$ cat config.mk
export PLATFORM = sky130hd
export DESIGN_NAME = input_command_gen
export DESIGN_NICKNAME = d
export VERILOG_FILES = /design/src/rtl/input_command_gen.sv
export SDC_FILE = /design/constraint.sdc
export NUM_CORES = 1
export LEC_CHECK = 0
export CAP_MARGIN = 20
export CORE_ASPECT_RATIO = 1.1
export CORE_UTILIZATION = 50
export CTS_CLUSTER_DIAMETER = 80
export DETAILED_ROUTE_END_ITERATION = 10
export GPL_ROUTABILITY_DRIVEN = 0
export PLACE_DENSITY = 0.69
export SKIP_LAST_GASP = 1
export SLEW_MARGIN = 20
export SYNTH_ARGS = -nofsm -noshare
export SYNTH_HDL_FRONTEND = slang
export SYNTH_SLANG_ARGS = --single-unit
$ cat constraint.sdc
create_clock -name Clk -period 4.7 [get_ports Clk]
set_clock_uncertainty 0.2 [all_clocks]
set_input_delay 0.94 -clock Clk [delete_from_list [all_inputs] [get_ports Clk]]
set_output_delay 0.94 -clock Clk [all_outputs]
set_load 0.05 [all_outputs]
$ cat src/rtl/input_command_gen.sv
// PS/2 set-2 scancode front end: make/break decode, held-key tracking, DAS/ARR
// auto-repeat, gravity tick and Konami detection feeding a one-at-a-time valid/ack command port.
module input_command_gen #(
  parameter int GRAVITY_TICKS = 5_000_000,
  parameter int DAS_TICKS     = 8_000_000,
  parameter int ARR_TICKS     = 1_500_000,
  parameter int CW            = 26
) (
  input  logic       Clk,
  input  logic       RESET,
  input  logic [7:0] scan_code,
  input  logic       scan_valid,
  input  logic       gravity_en,
  input  logic       cmd_ack,
  output logic [8:0] keyboardinput,
  output logic       cmd_valid,
  output logic [6:0] keys_held
);

  localparam int C_LEFT = 0, C_RIGHT = 1, C_SOFTDROP = 2, C_HARDDROP = 3;
  localparam int C_ROTL = 4, C_ROTR = 5, C_HOLD = 6, C_FALL = 7, C_KONAMI = 8;

  localparam logic [CW-1:0] CNT_ZERO  = CW'(0);
  localparam logic [CW-1:0] CNT_ONE   = CW'(1);
  localparam logic [CW-1:0] GRAV_LAST = CW'(GRAVITY_TICKS - 1);
  localparam logic [CW-1:0] DAS_LAST  = CW'(DAS_TICKS - 1);
  localparam logic [CW-1:0] ARR_LAST  = CW'(ARR_TICKS - 1);

  typedef enum logic [1:0] {ST_IDLE, ST_EXT, ST_BRK, ST_EXT_BRK} dec_state_t;
  typedef enum logic [2:0] {K_UP, K_DOWN, K_LEFT, K_RIGHT, K_B, K_A, K_OTHER} kon_sym_t;

  function automatic logic [6:0] key_map(input logic ext, input logic [7:0] code);
    logic [6:0] oh;
    oh = 7'b0;
    if (ext) begin
      case (code)
        8'h6B:   oh[C_LEFT]     = 1'b1;
        8'h74:   oh[C_RIGHT]    = 1'b1;
        8'h72:   oh[C_SOFTDROP] = 1'b1;
        8'h75:   oh[C_ROTR]     = 1'b1;
        default: oh = 7'b0;
      endcase
    end else begin
      case (code)
        8'h29:   oh[C_HARDDROP] = 1'b1;
        8'h1A:   oh[C_ROTL]     = 1'b1;
        8'h22:   oh[C_ROTR]     = 1'b1;
        8'h21:   oh[C_HOLD]     = 1'b1;
        default: oh = 7'b0;
      endcase
    end
    return oh;
  endfunction

  function automatic kon_sym_t kon_sym(input logic ext, input logic [7:0] code);
    kon_sym_t s;
    s = K_OTHER;
    if (ext) begin
      case (code)
        8'h75:   s = K_UP;
        8'h72:   s = K_DOWN;
        8'h6B:   s = K_LEFT;
        8'h74:   s = K_RIGHT;
        default: s = K_OTHER;
      endcase
    end else begin
      case (code)
        8'h32:   s = K_B;
        8'h1C:   s = K_A;
        default: s = K_OTHER;
      endcase
    end
    return s;
  endfunction

  function automatic kon_sym_t kon_expect(input logic [3:0] idx);
    case (idx)
      4'd0, 4'd1: return K_UP;
      4'd2, 4'd3: return K_DOWN;
      4'd4, 4'd6: return K_LEFT;
      4'd5, 4'd7: return K_RIGHT;
      4'd8:       return K_B;
      4'd9:       return K_A;
      default:    return K_OTHER;
    endcase
  endfunction

  dec_state_t    state_q, state_d;
  logic [6:0]    held_q, held_d;
  logic [8:0]    pend_q, pend_d;
  logic [8:0]    kbd_q, kbd_d;
  logic          valid_q, valid_d;
  logic [CW-1:0] grav_cnt_q, grav_cnt_d;
  logic [CW-1:0] rep_cnt_q, rep_cnt_d;
  logic [2:0]    rep_key_q, rep_key_d;
  logic          rep_arr_q, rep_arr_d;
  logic [3:0]    kon_idx_q, kon_idx_d;

  logic          make_s, brk_s, ext_s, fresh_make_s;
  logic [6:0]    key_oh_s;
  logic [8:0]    set_s, pick_s, clr_s;
  logic [CW-1:0] rep_last_s;
  kon_sym_t      sym_s;

  // Scancode prefix decoder: each accepted byte advances the FSM once
  always_comb begin
    state_d = state_q;
    make_s  = 1'b0;
    brk_s   = 1'b0;
    ext_s   = 1'b0;
    if (scan_valid) begin
      case (state_q)
        ST_IDLE: begin
          if (scan_code == 8'hE0) begin
            state_d = ST_EXT;
          end else if (scan_code == 8'hF0) begin
            state_d = ST_BRK;
          end else if (scan_code == 8'hE1 || scan_code == 8'hAA || scan_code == 8'hFA) begin
            state_d = ST_IDLE;
          end else begin
            make_s = 1'b1;
          end
        end
        ST_EXT: begin
          if (scan_code == 8'hF0) begin
            state_d = ST_EXT_BRK;
          end else begin
            make_s  = 1'b1;
            ext_s   = 1'b1;
            state_d = ST_IDLE;
          end
        end
        ST_BRK: begin
          brk_s   = 1'b1;
          state_d = ST_IDLE;
        end
        ST_EXT_BRK: begin
          brk_s   = 1'b1;
          ext_s   = 1'b1;
          state_d = ST_IDLE;
        end
        default: state_d = ST_IDLE;
      endcase
    end else begin
      state_d = state_q;
    end
  end

  // Event sources (keys, repeat, gravity, Konami) and command arbitration
  always_comb begin
    key_oh_s     = key_map(ext_s, scan_code);
    sym_s        = kon_sym(ext_s, scan_code);
    // Typematic repeats of a held key are invisible to everything downstream
    fresh_make_s = make_s && ((key_oh_s & held_q) == 7'b0);
    set_s        = 9'b0;

    if (fresh_make_s) begin
      held_d      = held_q | key_oh_s;
      set_s[6:0]  = key_oh_s;
    end else if (brk_s) begin
      held_d = held_q & ~key_oh_s;
    end else begin
      held_d = held_q;
    end

    if (!gravity_en) begin
      grav_cnt_d = CNT_ZERO;
    end else if (grav_cnt_q == GRAV_LAST) begin
      grav_cnt_d    = CNT_ZERO;
      set_s[C_FALL] = 1'b1;
    end else begin
      grav_cnt_d = grav_cnt_q + CNT_ONE;
    end

    // rep_key is one-hot over LEFT/RIGHT/SOFTDROP; zero means no repeat running
    rep_last_s = rep_arr_q ? ARR_LAST : DAS_LAST;
    rep_key_d  = rep_key_q;
    rep_cnt_d  = rep_cnt_q;
    rep_arr_d  = rep_arr_q;
    if (fresh_make_s && (key_oh_s[2:0] != 3'b0)) begin
      rep_key_d = key_oh_s[2:0];
      rep_cnt_d = CNT_ZERO;
      rep_arr_d = 1'b0;
    end else if (brk_s && ((key_oh_s[2:0] & rep_key_q) != 3'b0)) begin
      rep_key_d = 3'b0;
    end else if (rep_key_q != 3'b0) begin
      if (rep_cnt_q == rep_last_s) begin
        rep_cnt_d  = CNT_ZERO;
        rep_arr_d  = 1'b1;
        set_s[2:0] = set_s[2:0] | rep_key_q;
      end else begin
        rep_cnt_d = rep_cnt_q + CNT_ONE;
      end
    end else begin
      rep_cnt_d = rep_cnt_q;
    end

    if (fresh_make_s) begin
      if (sym_s == kon_expect(kon_idx_q)) begin
        if (kon_idx_q == 4'd9) begin
          kon_idx_d       = 4'd0;
          set_s[C_KONAMI] = 1'b1;
        end else begin
          kon_idx_d = kon_idx_q + 4'd1;
        end
      end else if (sym_s == K_UP && kon_idx_q == 4'd2) begin
        kon_idx_d = 4'd2;
      end else if (sym_s == K_UP) begin
        kon_idx_d = 4'd1;
      end else begin
        kon_idx_d = 4'd0;
      end
    end else begin
      kon_idx_d = kon_idx_q;
    end

    pick_s = 9'b0;
    if (pend_q[C_KONAMI])        pick_s[C_KONAMI]   = 1'b1;
    else if (pend_q[C_HARDDROP]) pick_s[C_HARDDROP] = 1'b1;
    else if (pend_q[C_HOLD])     pick_s[C_HOLD]     = 1'b1;
    else if (pend_q[C_ROTR])     pick_s[C_ROTR]     = 1'b1;
    else if (pend_q[C_ROTL])     pick_s[C_ROTL]     = 1'b1;
    else if (pend_q[C_LEFT])     pick_s[C_LEFT]     = 1'b1;
    else if (pend_q[C_RIGHT])    pick_s[C_RIGHT]    = 1'b1;
    else if (pend_q[C_SOFTDROP]) pick_s[C_SOFTDROP] = 1'b1;
    else if (pend_q[C_FALL])     pick_s[C_FALL]     = 1'b1;
    else                         pick_s             = 9'b0;

    if (valid_q && cmd_ack) begin
      valid_d = 1'b0;
      kbd_d   = 9'b0;
    end else if (!valid_q && (pend_q != 9'b0)) begin
      valid_d = 1'b1;
      kbd_d   = pick_s;
    end else begin
      valid_d = valid_q;
      kbd_d   = kbd_q;
    end

    // A new event on the bit being loaded wins over the clear
    clr_s  = valid_q ? 9'b0 : pick_s;
    pend_d = (pend_q & ~clr_s) | set_s;
  end

  // State registers
  always_ff @(posedge Clk) begin
    if (RESET) begin
      state_q    <= ST_IDLE;
      held_q     <= 7'b0;
      pend_q     <= 9'b0;
      kbd_q      <= 9'b0;
      valid_q    <= 1'b0;
      grav_cnt_q <= CNT_ZERO;
      rep_cnt_q  <= CNT_ZERO;
      rep_key_q  <= 3'b0;
      rep_arr_q  <= 1'b0;
      kon_idx_q  <= 4'd0;
    end else begin
      state_q    <= state_d;
      held_q     <= held_d;
      pend_q     <= pend_d;
      kbd_q      <= kbd_d;
      valid_q    <= valid_d;
      grav_cnt_q <= grav_cnt_d;
      rep_cnt_q  <= rep_cnt_d;
      rep_key_q  <= rep_key_d;
      rep_arr_q  <= rep_arr_d;
      kon_idx_q  <= kon_idx_d;
    end
  end

  assign keyboardinput = kbd_q;
  assign cmd_valid     = valid_q;
  assign keys_held     = held_q;

endmodule

# Yosys cells after proc, flatten, opt, wreduce, memory -nomap -nowiden
# Memories as Yosys holds them, arrays and structs flattened. A register that Yosys moved wholly into a read port is not among the register bits.
# Cells that the tools add are included.
# totals
wordCells	168
n_memories	1
input_bits	13
rom_bits	48
output_inout_bits	17
ff_bits	88
# mem_list
name	depth	width	read_ports	rd_ports_with_merged_regs	write_ports	line_no	text
(no name shown)	16	3	1	1	0	77	case (idx)
# op_classes
n_reduce_logical	25
n_eq_ne	24
addsub	3
bitwise	11
mux	94
# op_table
operator	n
7-bit two-way mux	13
26-bit by 1-bit adder with 26-bit output (second input constant)	2
8-bit two-way mux	6
8-bit == test (second input constant)	5
8-bit by 6-bit == test with 1-bit output (second input constant)	4
8-bit by 7-bit == test with 1-bit output (second input constant)	4
1-bit two-way mux	32
3-bit two-way mux	10
2-bit two-way mux	14
26-bit by 23-bit == test with 1-bit output	1
26-bit by 23-bit == test with 1-bit output (second input constant)	1
26-bit two-way mux	1
4-bit two-way mux	6
23-bit two-way mux	1
8-bit by 5-bit == test with 1-bit output (second input constant)	2
5-bit two-way mux	3
7-bit AND	2
6-bit two-way mux	2
3-bit one-hot mux with 4 select lines	1
9-bit AND	1
9-bit two-way mux	1
9-bit inverter	1
9-bit OR	1
3-bit nonzero test	3
other kinds (27)	40

# Depth between registers and ports, before layout
# Gate-level depths: netlist of run 1.
# depth
word_depth	32
mapped_depth	12
ltp_nobuf	9

# Worst setup path after synthesis of run 1
# OpenSTA, ideal clock, no wires.
# synth_timing
kind	input -> register
start	input scan_code[6]
end	register (tool-made name)
required_ns	4.427
arrival_time_ns	3.832
n_path_buf	1
slack_ns	0.595
cell_stages	10
setup_ns	0.073
cell_sequence	clkbuf_1 > nand4b_1 > a2111oi_4 > nor3_1 > or4_4 > a311oi_4 > nor2b_1 > or4_4 > or4b_1 > o22ai_2
# synth_lines
element	line_no	text
start: declaration	11	input logic [7:0] scan_code,

==> results_dict.tcl, run 1 <==
set metrics [dict create \
    outcome "completed" \
    hold_depth 2 \
    synth_flop_cell "dfxtp_1" \
    crit_arrival_ps 4430 \
    io_buffers 29 \
    yosys.area.top_type "dfxtp_1" \
    postSynth.asyncResetShare_pct 0 \
    routed_wl_um 9800 \
    min-delay-start "keyboardinput[4]" \
    clock_path_buffers 2 \
    synth_compound_area_share_pct 13.7 \
    overflow 0 \
    root_buffer "clkbuf_8" \
    first_pass_iters 5 \
    cpMostUsedCell "or4_4" \
    die_h_um 102 \
    reg2reg_depth 9 \
    io_pins 30 \
    initial_core_util_pct 51.3 \
    num_antenna_cells 0 \
    grt_pass1_vias 3667 \
    nNetsFinal 608 \
    required_ps 4790 \
    finalWorstPathRequiredPeriod_ps 4340 \
    netlist.area_leader.share_pct 40.2 \
    r2r_slack_ps 1160 \
    yosysWarnings 0 \
    drive_gt1_share_pct 8.53 \
    hold_ws_ps 252 \
    worst_slew_pin_slew_ps 747 \
    muxShareOfSynthArea_pct 1.16 \
    cp_top_family "simple AND/OR/NAND/NOR gates" \
    htreeDepth 3 \
    seq_area_frac_synth_pct 40.2 \
    clkLatencyLatePin_ps 360 \
    fin_crit_sh_pct 92.4 \
    synth-simple-area-share_pct 33.3 \
    synth.net_count 572 \
    path_max_fanout 5 \
    worstHoldEndpoint "keyboardinput[4]" \
    synth_edf_count 0 \
    fin_tns_setup_ps 0 \
    cp-start-kind "input port" \
    cts_tree "yes" \
    viasPerCell 5.70 \
    final_max_slew_viol_count 0 \
    dp.final_hpwl_um 7220 \
    powerDensity_nw_per_um2 277 \
    via_count 4057 \
    grt_pass1_wl_um 16500 \
    path_clk_slew_ps 90 \
    post_cts_buffers 0 \
    hold_viol 0 \
    endpoint_kind "register" \
    stdcell_area_um2 5260 \
    fillerInstances 829 \
    crit_slowest_cell "or4_4" \
    drtAntennaViolNets 0 \
    register_area_um2 1820 \
    wl_per_cell_um 13.8 \
    maxCapViolCount 0 \
    critPathBufInv 1 \
    hp-class "register to register" \
    ctsHoldBuffers 0 \
    utilization_pct 59.6 \
    p_leak_uw 0.00178 \
    syn_to_final_growth_pct 16.1 \
    r2r-start "state_q[0]" \
    path_cells "clkdlybuf4s50_1 -> or3b_4 -> a2111oi_4 -> nor3_1 -> or4_4 -> a311oi_4 -> nor2b_1 -> or4_4 -> or4b_1 -> o22ai_2" \
    drc 0 \
    setup_viol 0 \
    ys_types 61 \
    syn_area_um2 4530 \
    dpl-instance-area_um2 5030 \
    gr-usage-all-layers_pct 21.7 \
    synth_xor_area_share_pct 8.31 \
    ir_drop_uv 175 \
    synth_top_family_by_area "simple AND/OR/NAND/NOR gates" \
    clock_sinks 91 \
    rows 36 \
    ctsResizeCount 0 \
    dr.first_iter.drc_count 230 \
    cts_inserted_buffers 9 \
    critPathKind "input port to register" \
    fmax_ghz 0.230 \
    synthCells 557 \
    die_w_um 92.8 \
    crit_path_max_incr_delay_ps 550 \
    synthTopCellsByArea "dfxtp_1, nor2_1, xor2_1" \
    grt_max_degree 32 \
    ys_ff_latch 91 \
    antenna_found_initial 0 \
    die_area_um2 9450 \
    multi_input_area_um2 2590 \
    syn_avg_cell_area_um2 8.13 \
    rsz0062_at_grt "no" \
    core_um2 8830 \
    slew_headroom_pct 49.7 \
    synthAdderAreaFrac_pct 0.552 \
]
-- cell families after synthesis --
group | after synthesis
simple gates | 288
compound gates | 95
flops | 91
xor+xnor | 43
buf+inv | 33
mux | 5
fa+ha+maj | 2
-- worst max-delay path by stage --
stage / from / endpoint / depth (start not counted)
after CTS: scan_code[1] / register / 10
after global routing: scan_code[1] / register / 10
after detailed placement: scan_code[1] / register / 10
after floorplan: scan_code[6] / register / 10
final: scan_code[1] / register / 10
after global placement: scan_code[1] / register / 10
-- cell type report --
type,instances,share of cell area [%]
clock inverters,5,1.59
clock buffers,11,2.88
repair buffers,49,8.37
flip-flops and latches,91,34.6
well taps,114,2.71
multi-input cells,433,49.2
inverters,9,0.642
-- report_power, final --
part           switching [uW]  internal, uW  leakage [uW]
Sequential               3.26           773      0.000733
Clock                     278           330      0.000112
Combinational            42.8          32.4      0.000930
-- placed cells by master (no fill, tap or decap), types with 3 or more instances in the layout --
cell type and instances:
nand4_1 21, nand3_1 26, nor4b_1 3, nand2_1 60, nand4b_1 3, xor2_1 29, nor2b_1 13, or3_1 12
and3_1 14, a21oi_1 37, nand2b_1 8, nor4_1 5, and2_1 4, a22oi_1 4, clkdlybuf4s50_1 29, a221oi_1 3
dfxtp_1 91, a31oi_1 4, nor2_1 74, and4_1 4, clkbuf_8 11, o21ai_0 23, xnor2_1 14, buf_4 20
nor3_1 20, inv_1 9, mux2i_1 3
-- Yosys cell counts (3+ instances only) --
cell      instances
a221oi_1          3
clkbuf_1         21
nor4b_1           3
xnor2_1          14
nor2b_1          13
a31oi_1           4
buf_2             3
nor4_1            6
nand2b_1          8
and3_1           14
nand4b_1          3
a22oi_1           4
inv_1             9
nand4_1          21
nor3_1           20
o21ai_0          23
nand2_1          60
dfxtp_1          91
nor2_1           74
nand3_1          26
a21oi_1          37
or3_1            12
and2_1            4
mux2i_1           3
xor2_1           29
and4_1            4
-- worst min-delay path, stage by stage, from the launching register on --
cell     delay [ps]
dfxtp_1         320
nand2_1          50
a21oi_1          50
-- routing by layer --
layer	up-vias	wire length [um]	track usage, %
li1	2063	-	-
met1	1888	4640	28.2
met2	88	4560	35.2
met3	18	360	3.50
met4	0	236	10.9
met5	-	0	0
-- metrics by stage --
stage | total power, uW | instances | worst slack (ps)
6_report | 1460 | 712 | 358
3_3_place_gp | 867 | 696 | 73.0
5_1_grt | 1510 | 712 | 252
4_1_cts | 1480 | 712 | 380
3_5_place_dp | 868 | 696 | 9.74
2_1_floorplan | 836 | 557 | 595
Note: power is estimated with default switching activity, not from simulation.
==> run 2, diff against run 1 <==
- CTS_BUF_LIST: not set -> sky130_fd_sc_hd__clkbuf_8
==> results of run 2 <==
Same layout as run 1: the final DEF is identical, and so are final timing and power.
==> run 3, diff against run 2 <==
- ABC_AREA: not set -> 1
==> results_dict.tcl, run 3 <==
set metrics [dict create \
    crit_arrival_ps 3450 \
    grt_max_degree 31 \
    core_um2 10400 \
    synth-simple-area-share_pct 40.1 \
    fin_crit_sh_pct 72.1 \
    multi_input_area_um2 3040 \
    hold_ws_ps 261 \
    clkLatencyLatePin_ps 370 \
    synth_xor_area_share_pct 4.88 \
    first_pass_iters 5 \
    htreeDepth 3 \
    hold_depth 1 \
    critPathKind "input port to register" \
    register_area_um2 1820 \
    gr-usage-all-layers_pct 24.3 \
    via_count 5394 \
    wl_per_cell_um 13.2 \
    outcome "completed" \
    switchingPower_uw 367 \
    finalWorstPathRequiredPeriod_ps 3390 \
    crit_slowest_cell "clkdlybuf4s50_1" \
    power_frac_seq_pct 54.6 \
    rsz0062_at_grt "no" \
    hold_viol 0 \
    required_ps 4760 \
    reg2reg_depth 14 \
    drive_gt1_share_pct 6.69 \
    utilization_pct 56.8 \
    ctsResizeCount 0 \
    nNetsFinal 862 \
    p_comb_share_pct 6.2 \
    ys_ff_latch 91 \
    fmax_ghz 0.295 \
    r2r-start "grav_cnt_q[0]" \
    grt_pass1_wl_um 22100 \
    crit_path_max_incr_delay_ps 520 \
    die_area_um2 11200 \
    r2r_slack_ps 2050 \
    fin_tns_setup_ps 0 \
    clock_path_buffers 2 \
    die_w_um 101 \
    clkPwrFrac_pct 39.2 \
    slew_headroom_pct 44.2 \
    drc 0 \
    initial_core_util_pct 51.5 \
    die_h_um 111 \
    postSynth.asyncResetShare_pct 0 \
    endpoint_kind "register" \
    syn_to_final_growth_pct 10.3 \
    yosysWarnings 0 \
    synth_top_family_by_area "simple AND/OR/NAND/NOR gates" \
    fillerInstances 1064 \
    synthCells 832 \
    p_leak_uw 0.00217 \
    cp_top_family "simple AND/OR/NAND/NOR gates" \
    synth_flop_cell "dfxtp_1" \
    grt_pass1_vias 5034 \
    synth.net_count 847 \
    setup_viol 0 \
    post_cts_buffers 0 \
    rows 39 \
    muxShareOfSynthArea_pct 0 \
    io_buffers 29 \
    clock_sinks 91 \
    netlist.area_leader.share_pct 33.9 \
    ys_types 42 \
    antenna_found_initial 0 \
    yosysMostFrequentCell "nand2_1" \
    final_max_slew_viol_count 0 \
    root_buffer "clkbuf_8" \
    power_uw 1430 \
    worst_slew_pin_slew_ps 835 \
    worstHoldEndpoint "grav_cnt_q[0]" \
    routed_wl_um 13100 \
    drtAntennaViolNets 0 \
    io_pins 30 \
    powerDensity_nw_per_um2 241 \
    cp-start-kind "input port" \
    cts_tree "yes" \
    synthAdderAreaFrac_pct 0.465 \
    seq_area_frac_synth_pct 33.9 \
    overflow 0 \
    reg2reg_to "grav_cnt_q[24]" \
    path_clk_slew_ps 100 \
    syn_area_um2 5380 \
    synth_compound_area_share_pct 11.0 \
    p_sw_share_pct 25.7 \
    mostFrequentLayoutCells "nand2_1, nor2_1, dfxtp_1, inv_1, a21oi_1" \
    syn_avg_cell_area_um2 6.47 \
    viasPerCell 5.42 \
    synth_edf_count 0 \
    ctsHoldBuffers 0 \
    layout.cells.most_common "nand2_1" \
    min-delay-start "grav_cnt_q[0]" \
    synthTopCellsByArea "dfxtp_1, nand2_1, nor2_1" \
    maxCapViolCount 0 \
    dp.final_hpwl_um 9860 \
    critPathBufInv 2 \
    netlist_top_cells_count "nand2_1, nor2_1, dfxtp_1" \
    dr.first_iter.drc_count 292 \
    num_antenna_cells 0 \
    yosys.area.top_type "dfxtp_1" \
    cpMostUsedCell "nand2_4" \
    path_max_fanout 24 \
    hp-class "register to register" \
    ir_drop_uv 147 \
    cts_inserted_buffers 9 \
    internal-power_uw 1060 \
    path_cells "clkdlybuf4s50_1 -> inv_2 -> nand2_2 -> nor2_2 -> nand3_4 -> nand2_4 -> nand2_1 -> nand3_1 -> nand2_1 -> nor2_2 -> nand2_4 -> nor2_1 -> nor2_4 -> nand2_4 -> or2_4 -> a21oi_2" \
]
[run 3: cell types whose count changed after synthesis, moves of 8 or more]
cell      previous run  this run
nand3_1             26        65
nand2b_1             8         0
nor2_2               0         8
a21oi_1             37        66
nor2b_1             13         0
nor2_1              74       112
nand4_1             21        33
and3_1              14         0
nand2_1             60       178
inv_1                9        90
or3_1               12         0
nor3_1              20        38
[run 3: final cells by class]
type	count	area share (%)
Multi-Input combinational cell	614	51.1
Sequential cell	91	30.7
Inverter	98	6.24
Timing Repair Buffer	33	5.40
Tap cell	143	3.01
Clock buffer	9	2.09
Clock inverter	7	1.41
[run 3: kinds of logic (layout without fill, tap and decap cells)]
family                     count (synthesis)  after routing
DFF                                       91             91
AOI/OAI and AO/OA                        110            110
xor gates and xnor gates                  30             30
adders and majority gates                  2              2
buffers and inverters                    127            147
and+or+nand+nor                          472            472
[run 3: worst max path at each step]
stage	startpoint	end	slack [ps]	cells past startpoint
3_3_place_gp	scan_code[1]	rep_cnt_q[9]	1110	16
3_5_place_dp	scan_code[1]	rep_cnt_q[0]	940	16
2_1_floorplan	scan_code[3]	rep_cnt_q[0]	2000	14
5_1_grt	scan_code[1]	rep_cnt_q[0]	1130	16
4_1_cts	scan_code[1]	rep_cnt_q[0]	1340	16
6_report	scan_code[1]	rep_cnt_q[0]	1310	16
[run 3: per-stage QoR]
stage                     cell area [um^2]  setup slack, ps  std cells
final                                 5930             1310        995
after global routing                  5930             1130        995
after CTS                             5930             1340        995
after detailed placement              5730              943        979
after global placement                5730             1110        979
after floorplan                       5380             2000        832
[run 3: routing by layer]
metal / global-route usage, % / wire length [um]
met1: 29.1 / 5700
met2: 43.1 / 6500
met3: 3.34 / 539
met4: 9.86 / 347
met5: 0 / 0
[run 3: power by group through the flow]
stage	clock network (uW)	registers (uW)	logic, uW
floorplan	0	800	56.0
global placement	0	798	85.7
detailed placement	0	799	87.4
CTS	576	781	87.8
global route	618	782	97.5
finish	561	781	88.2
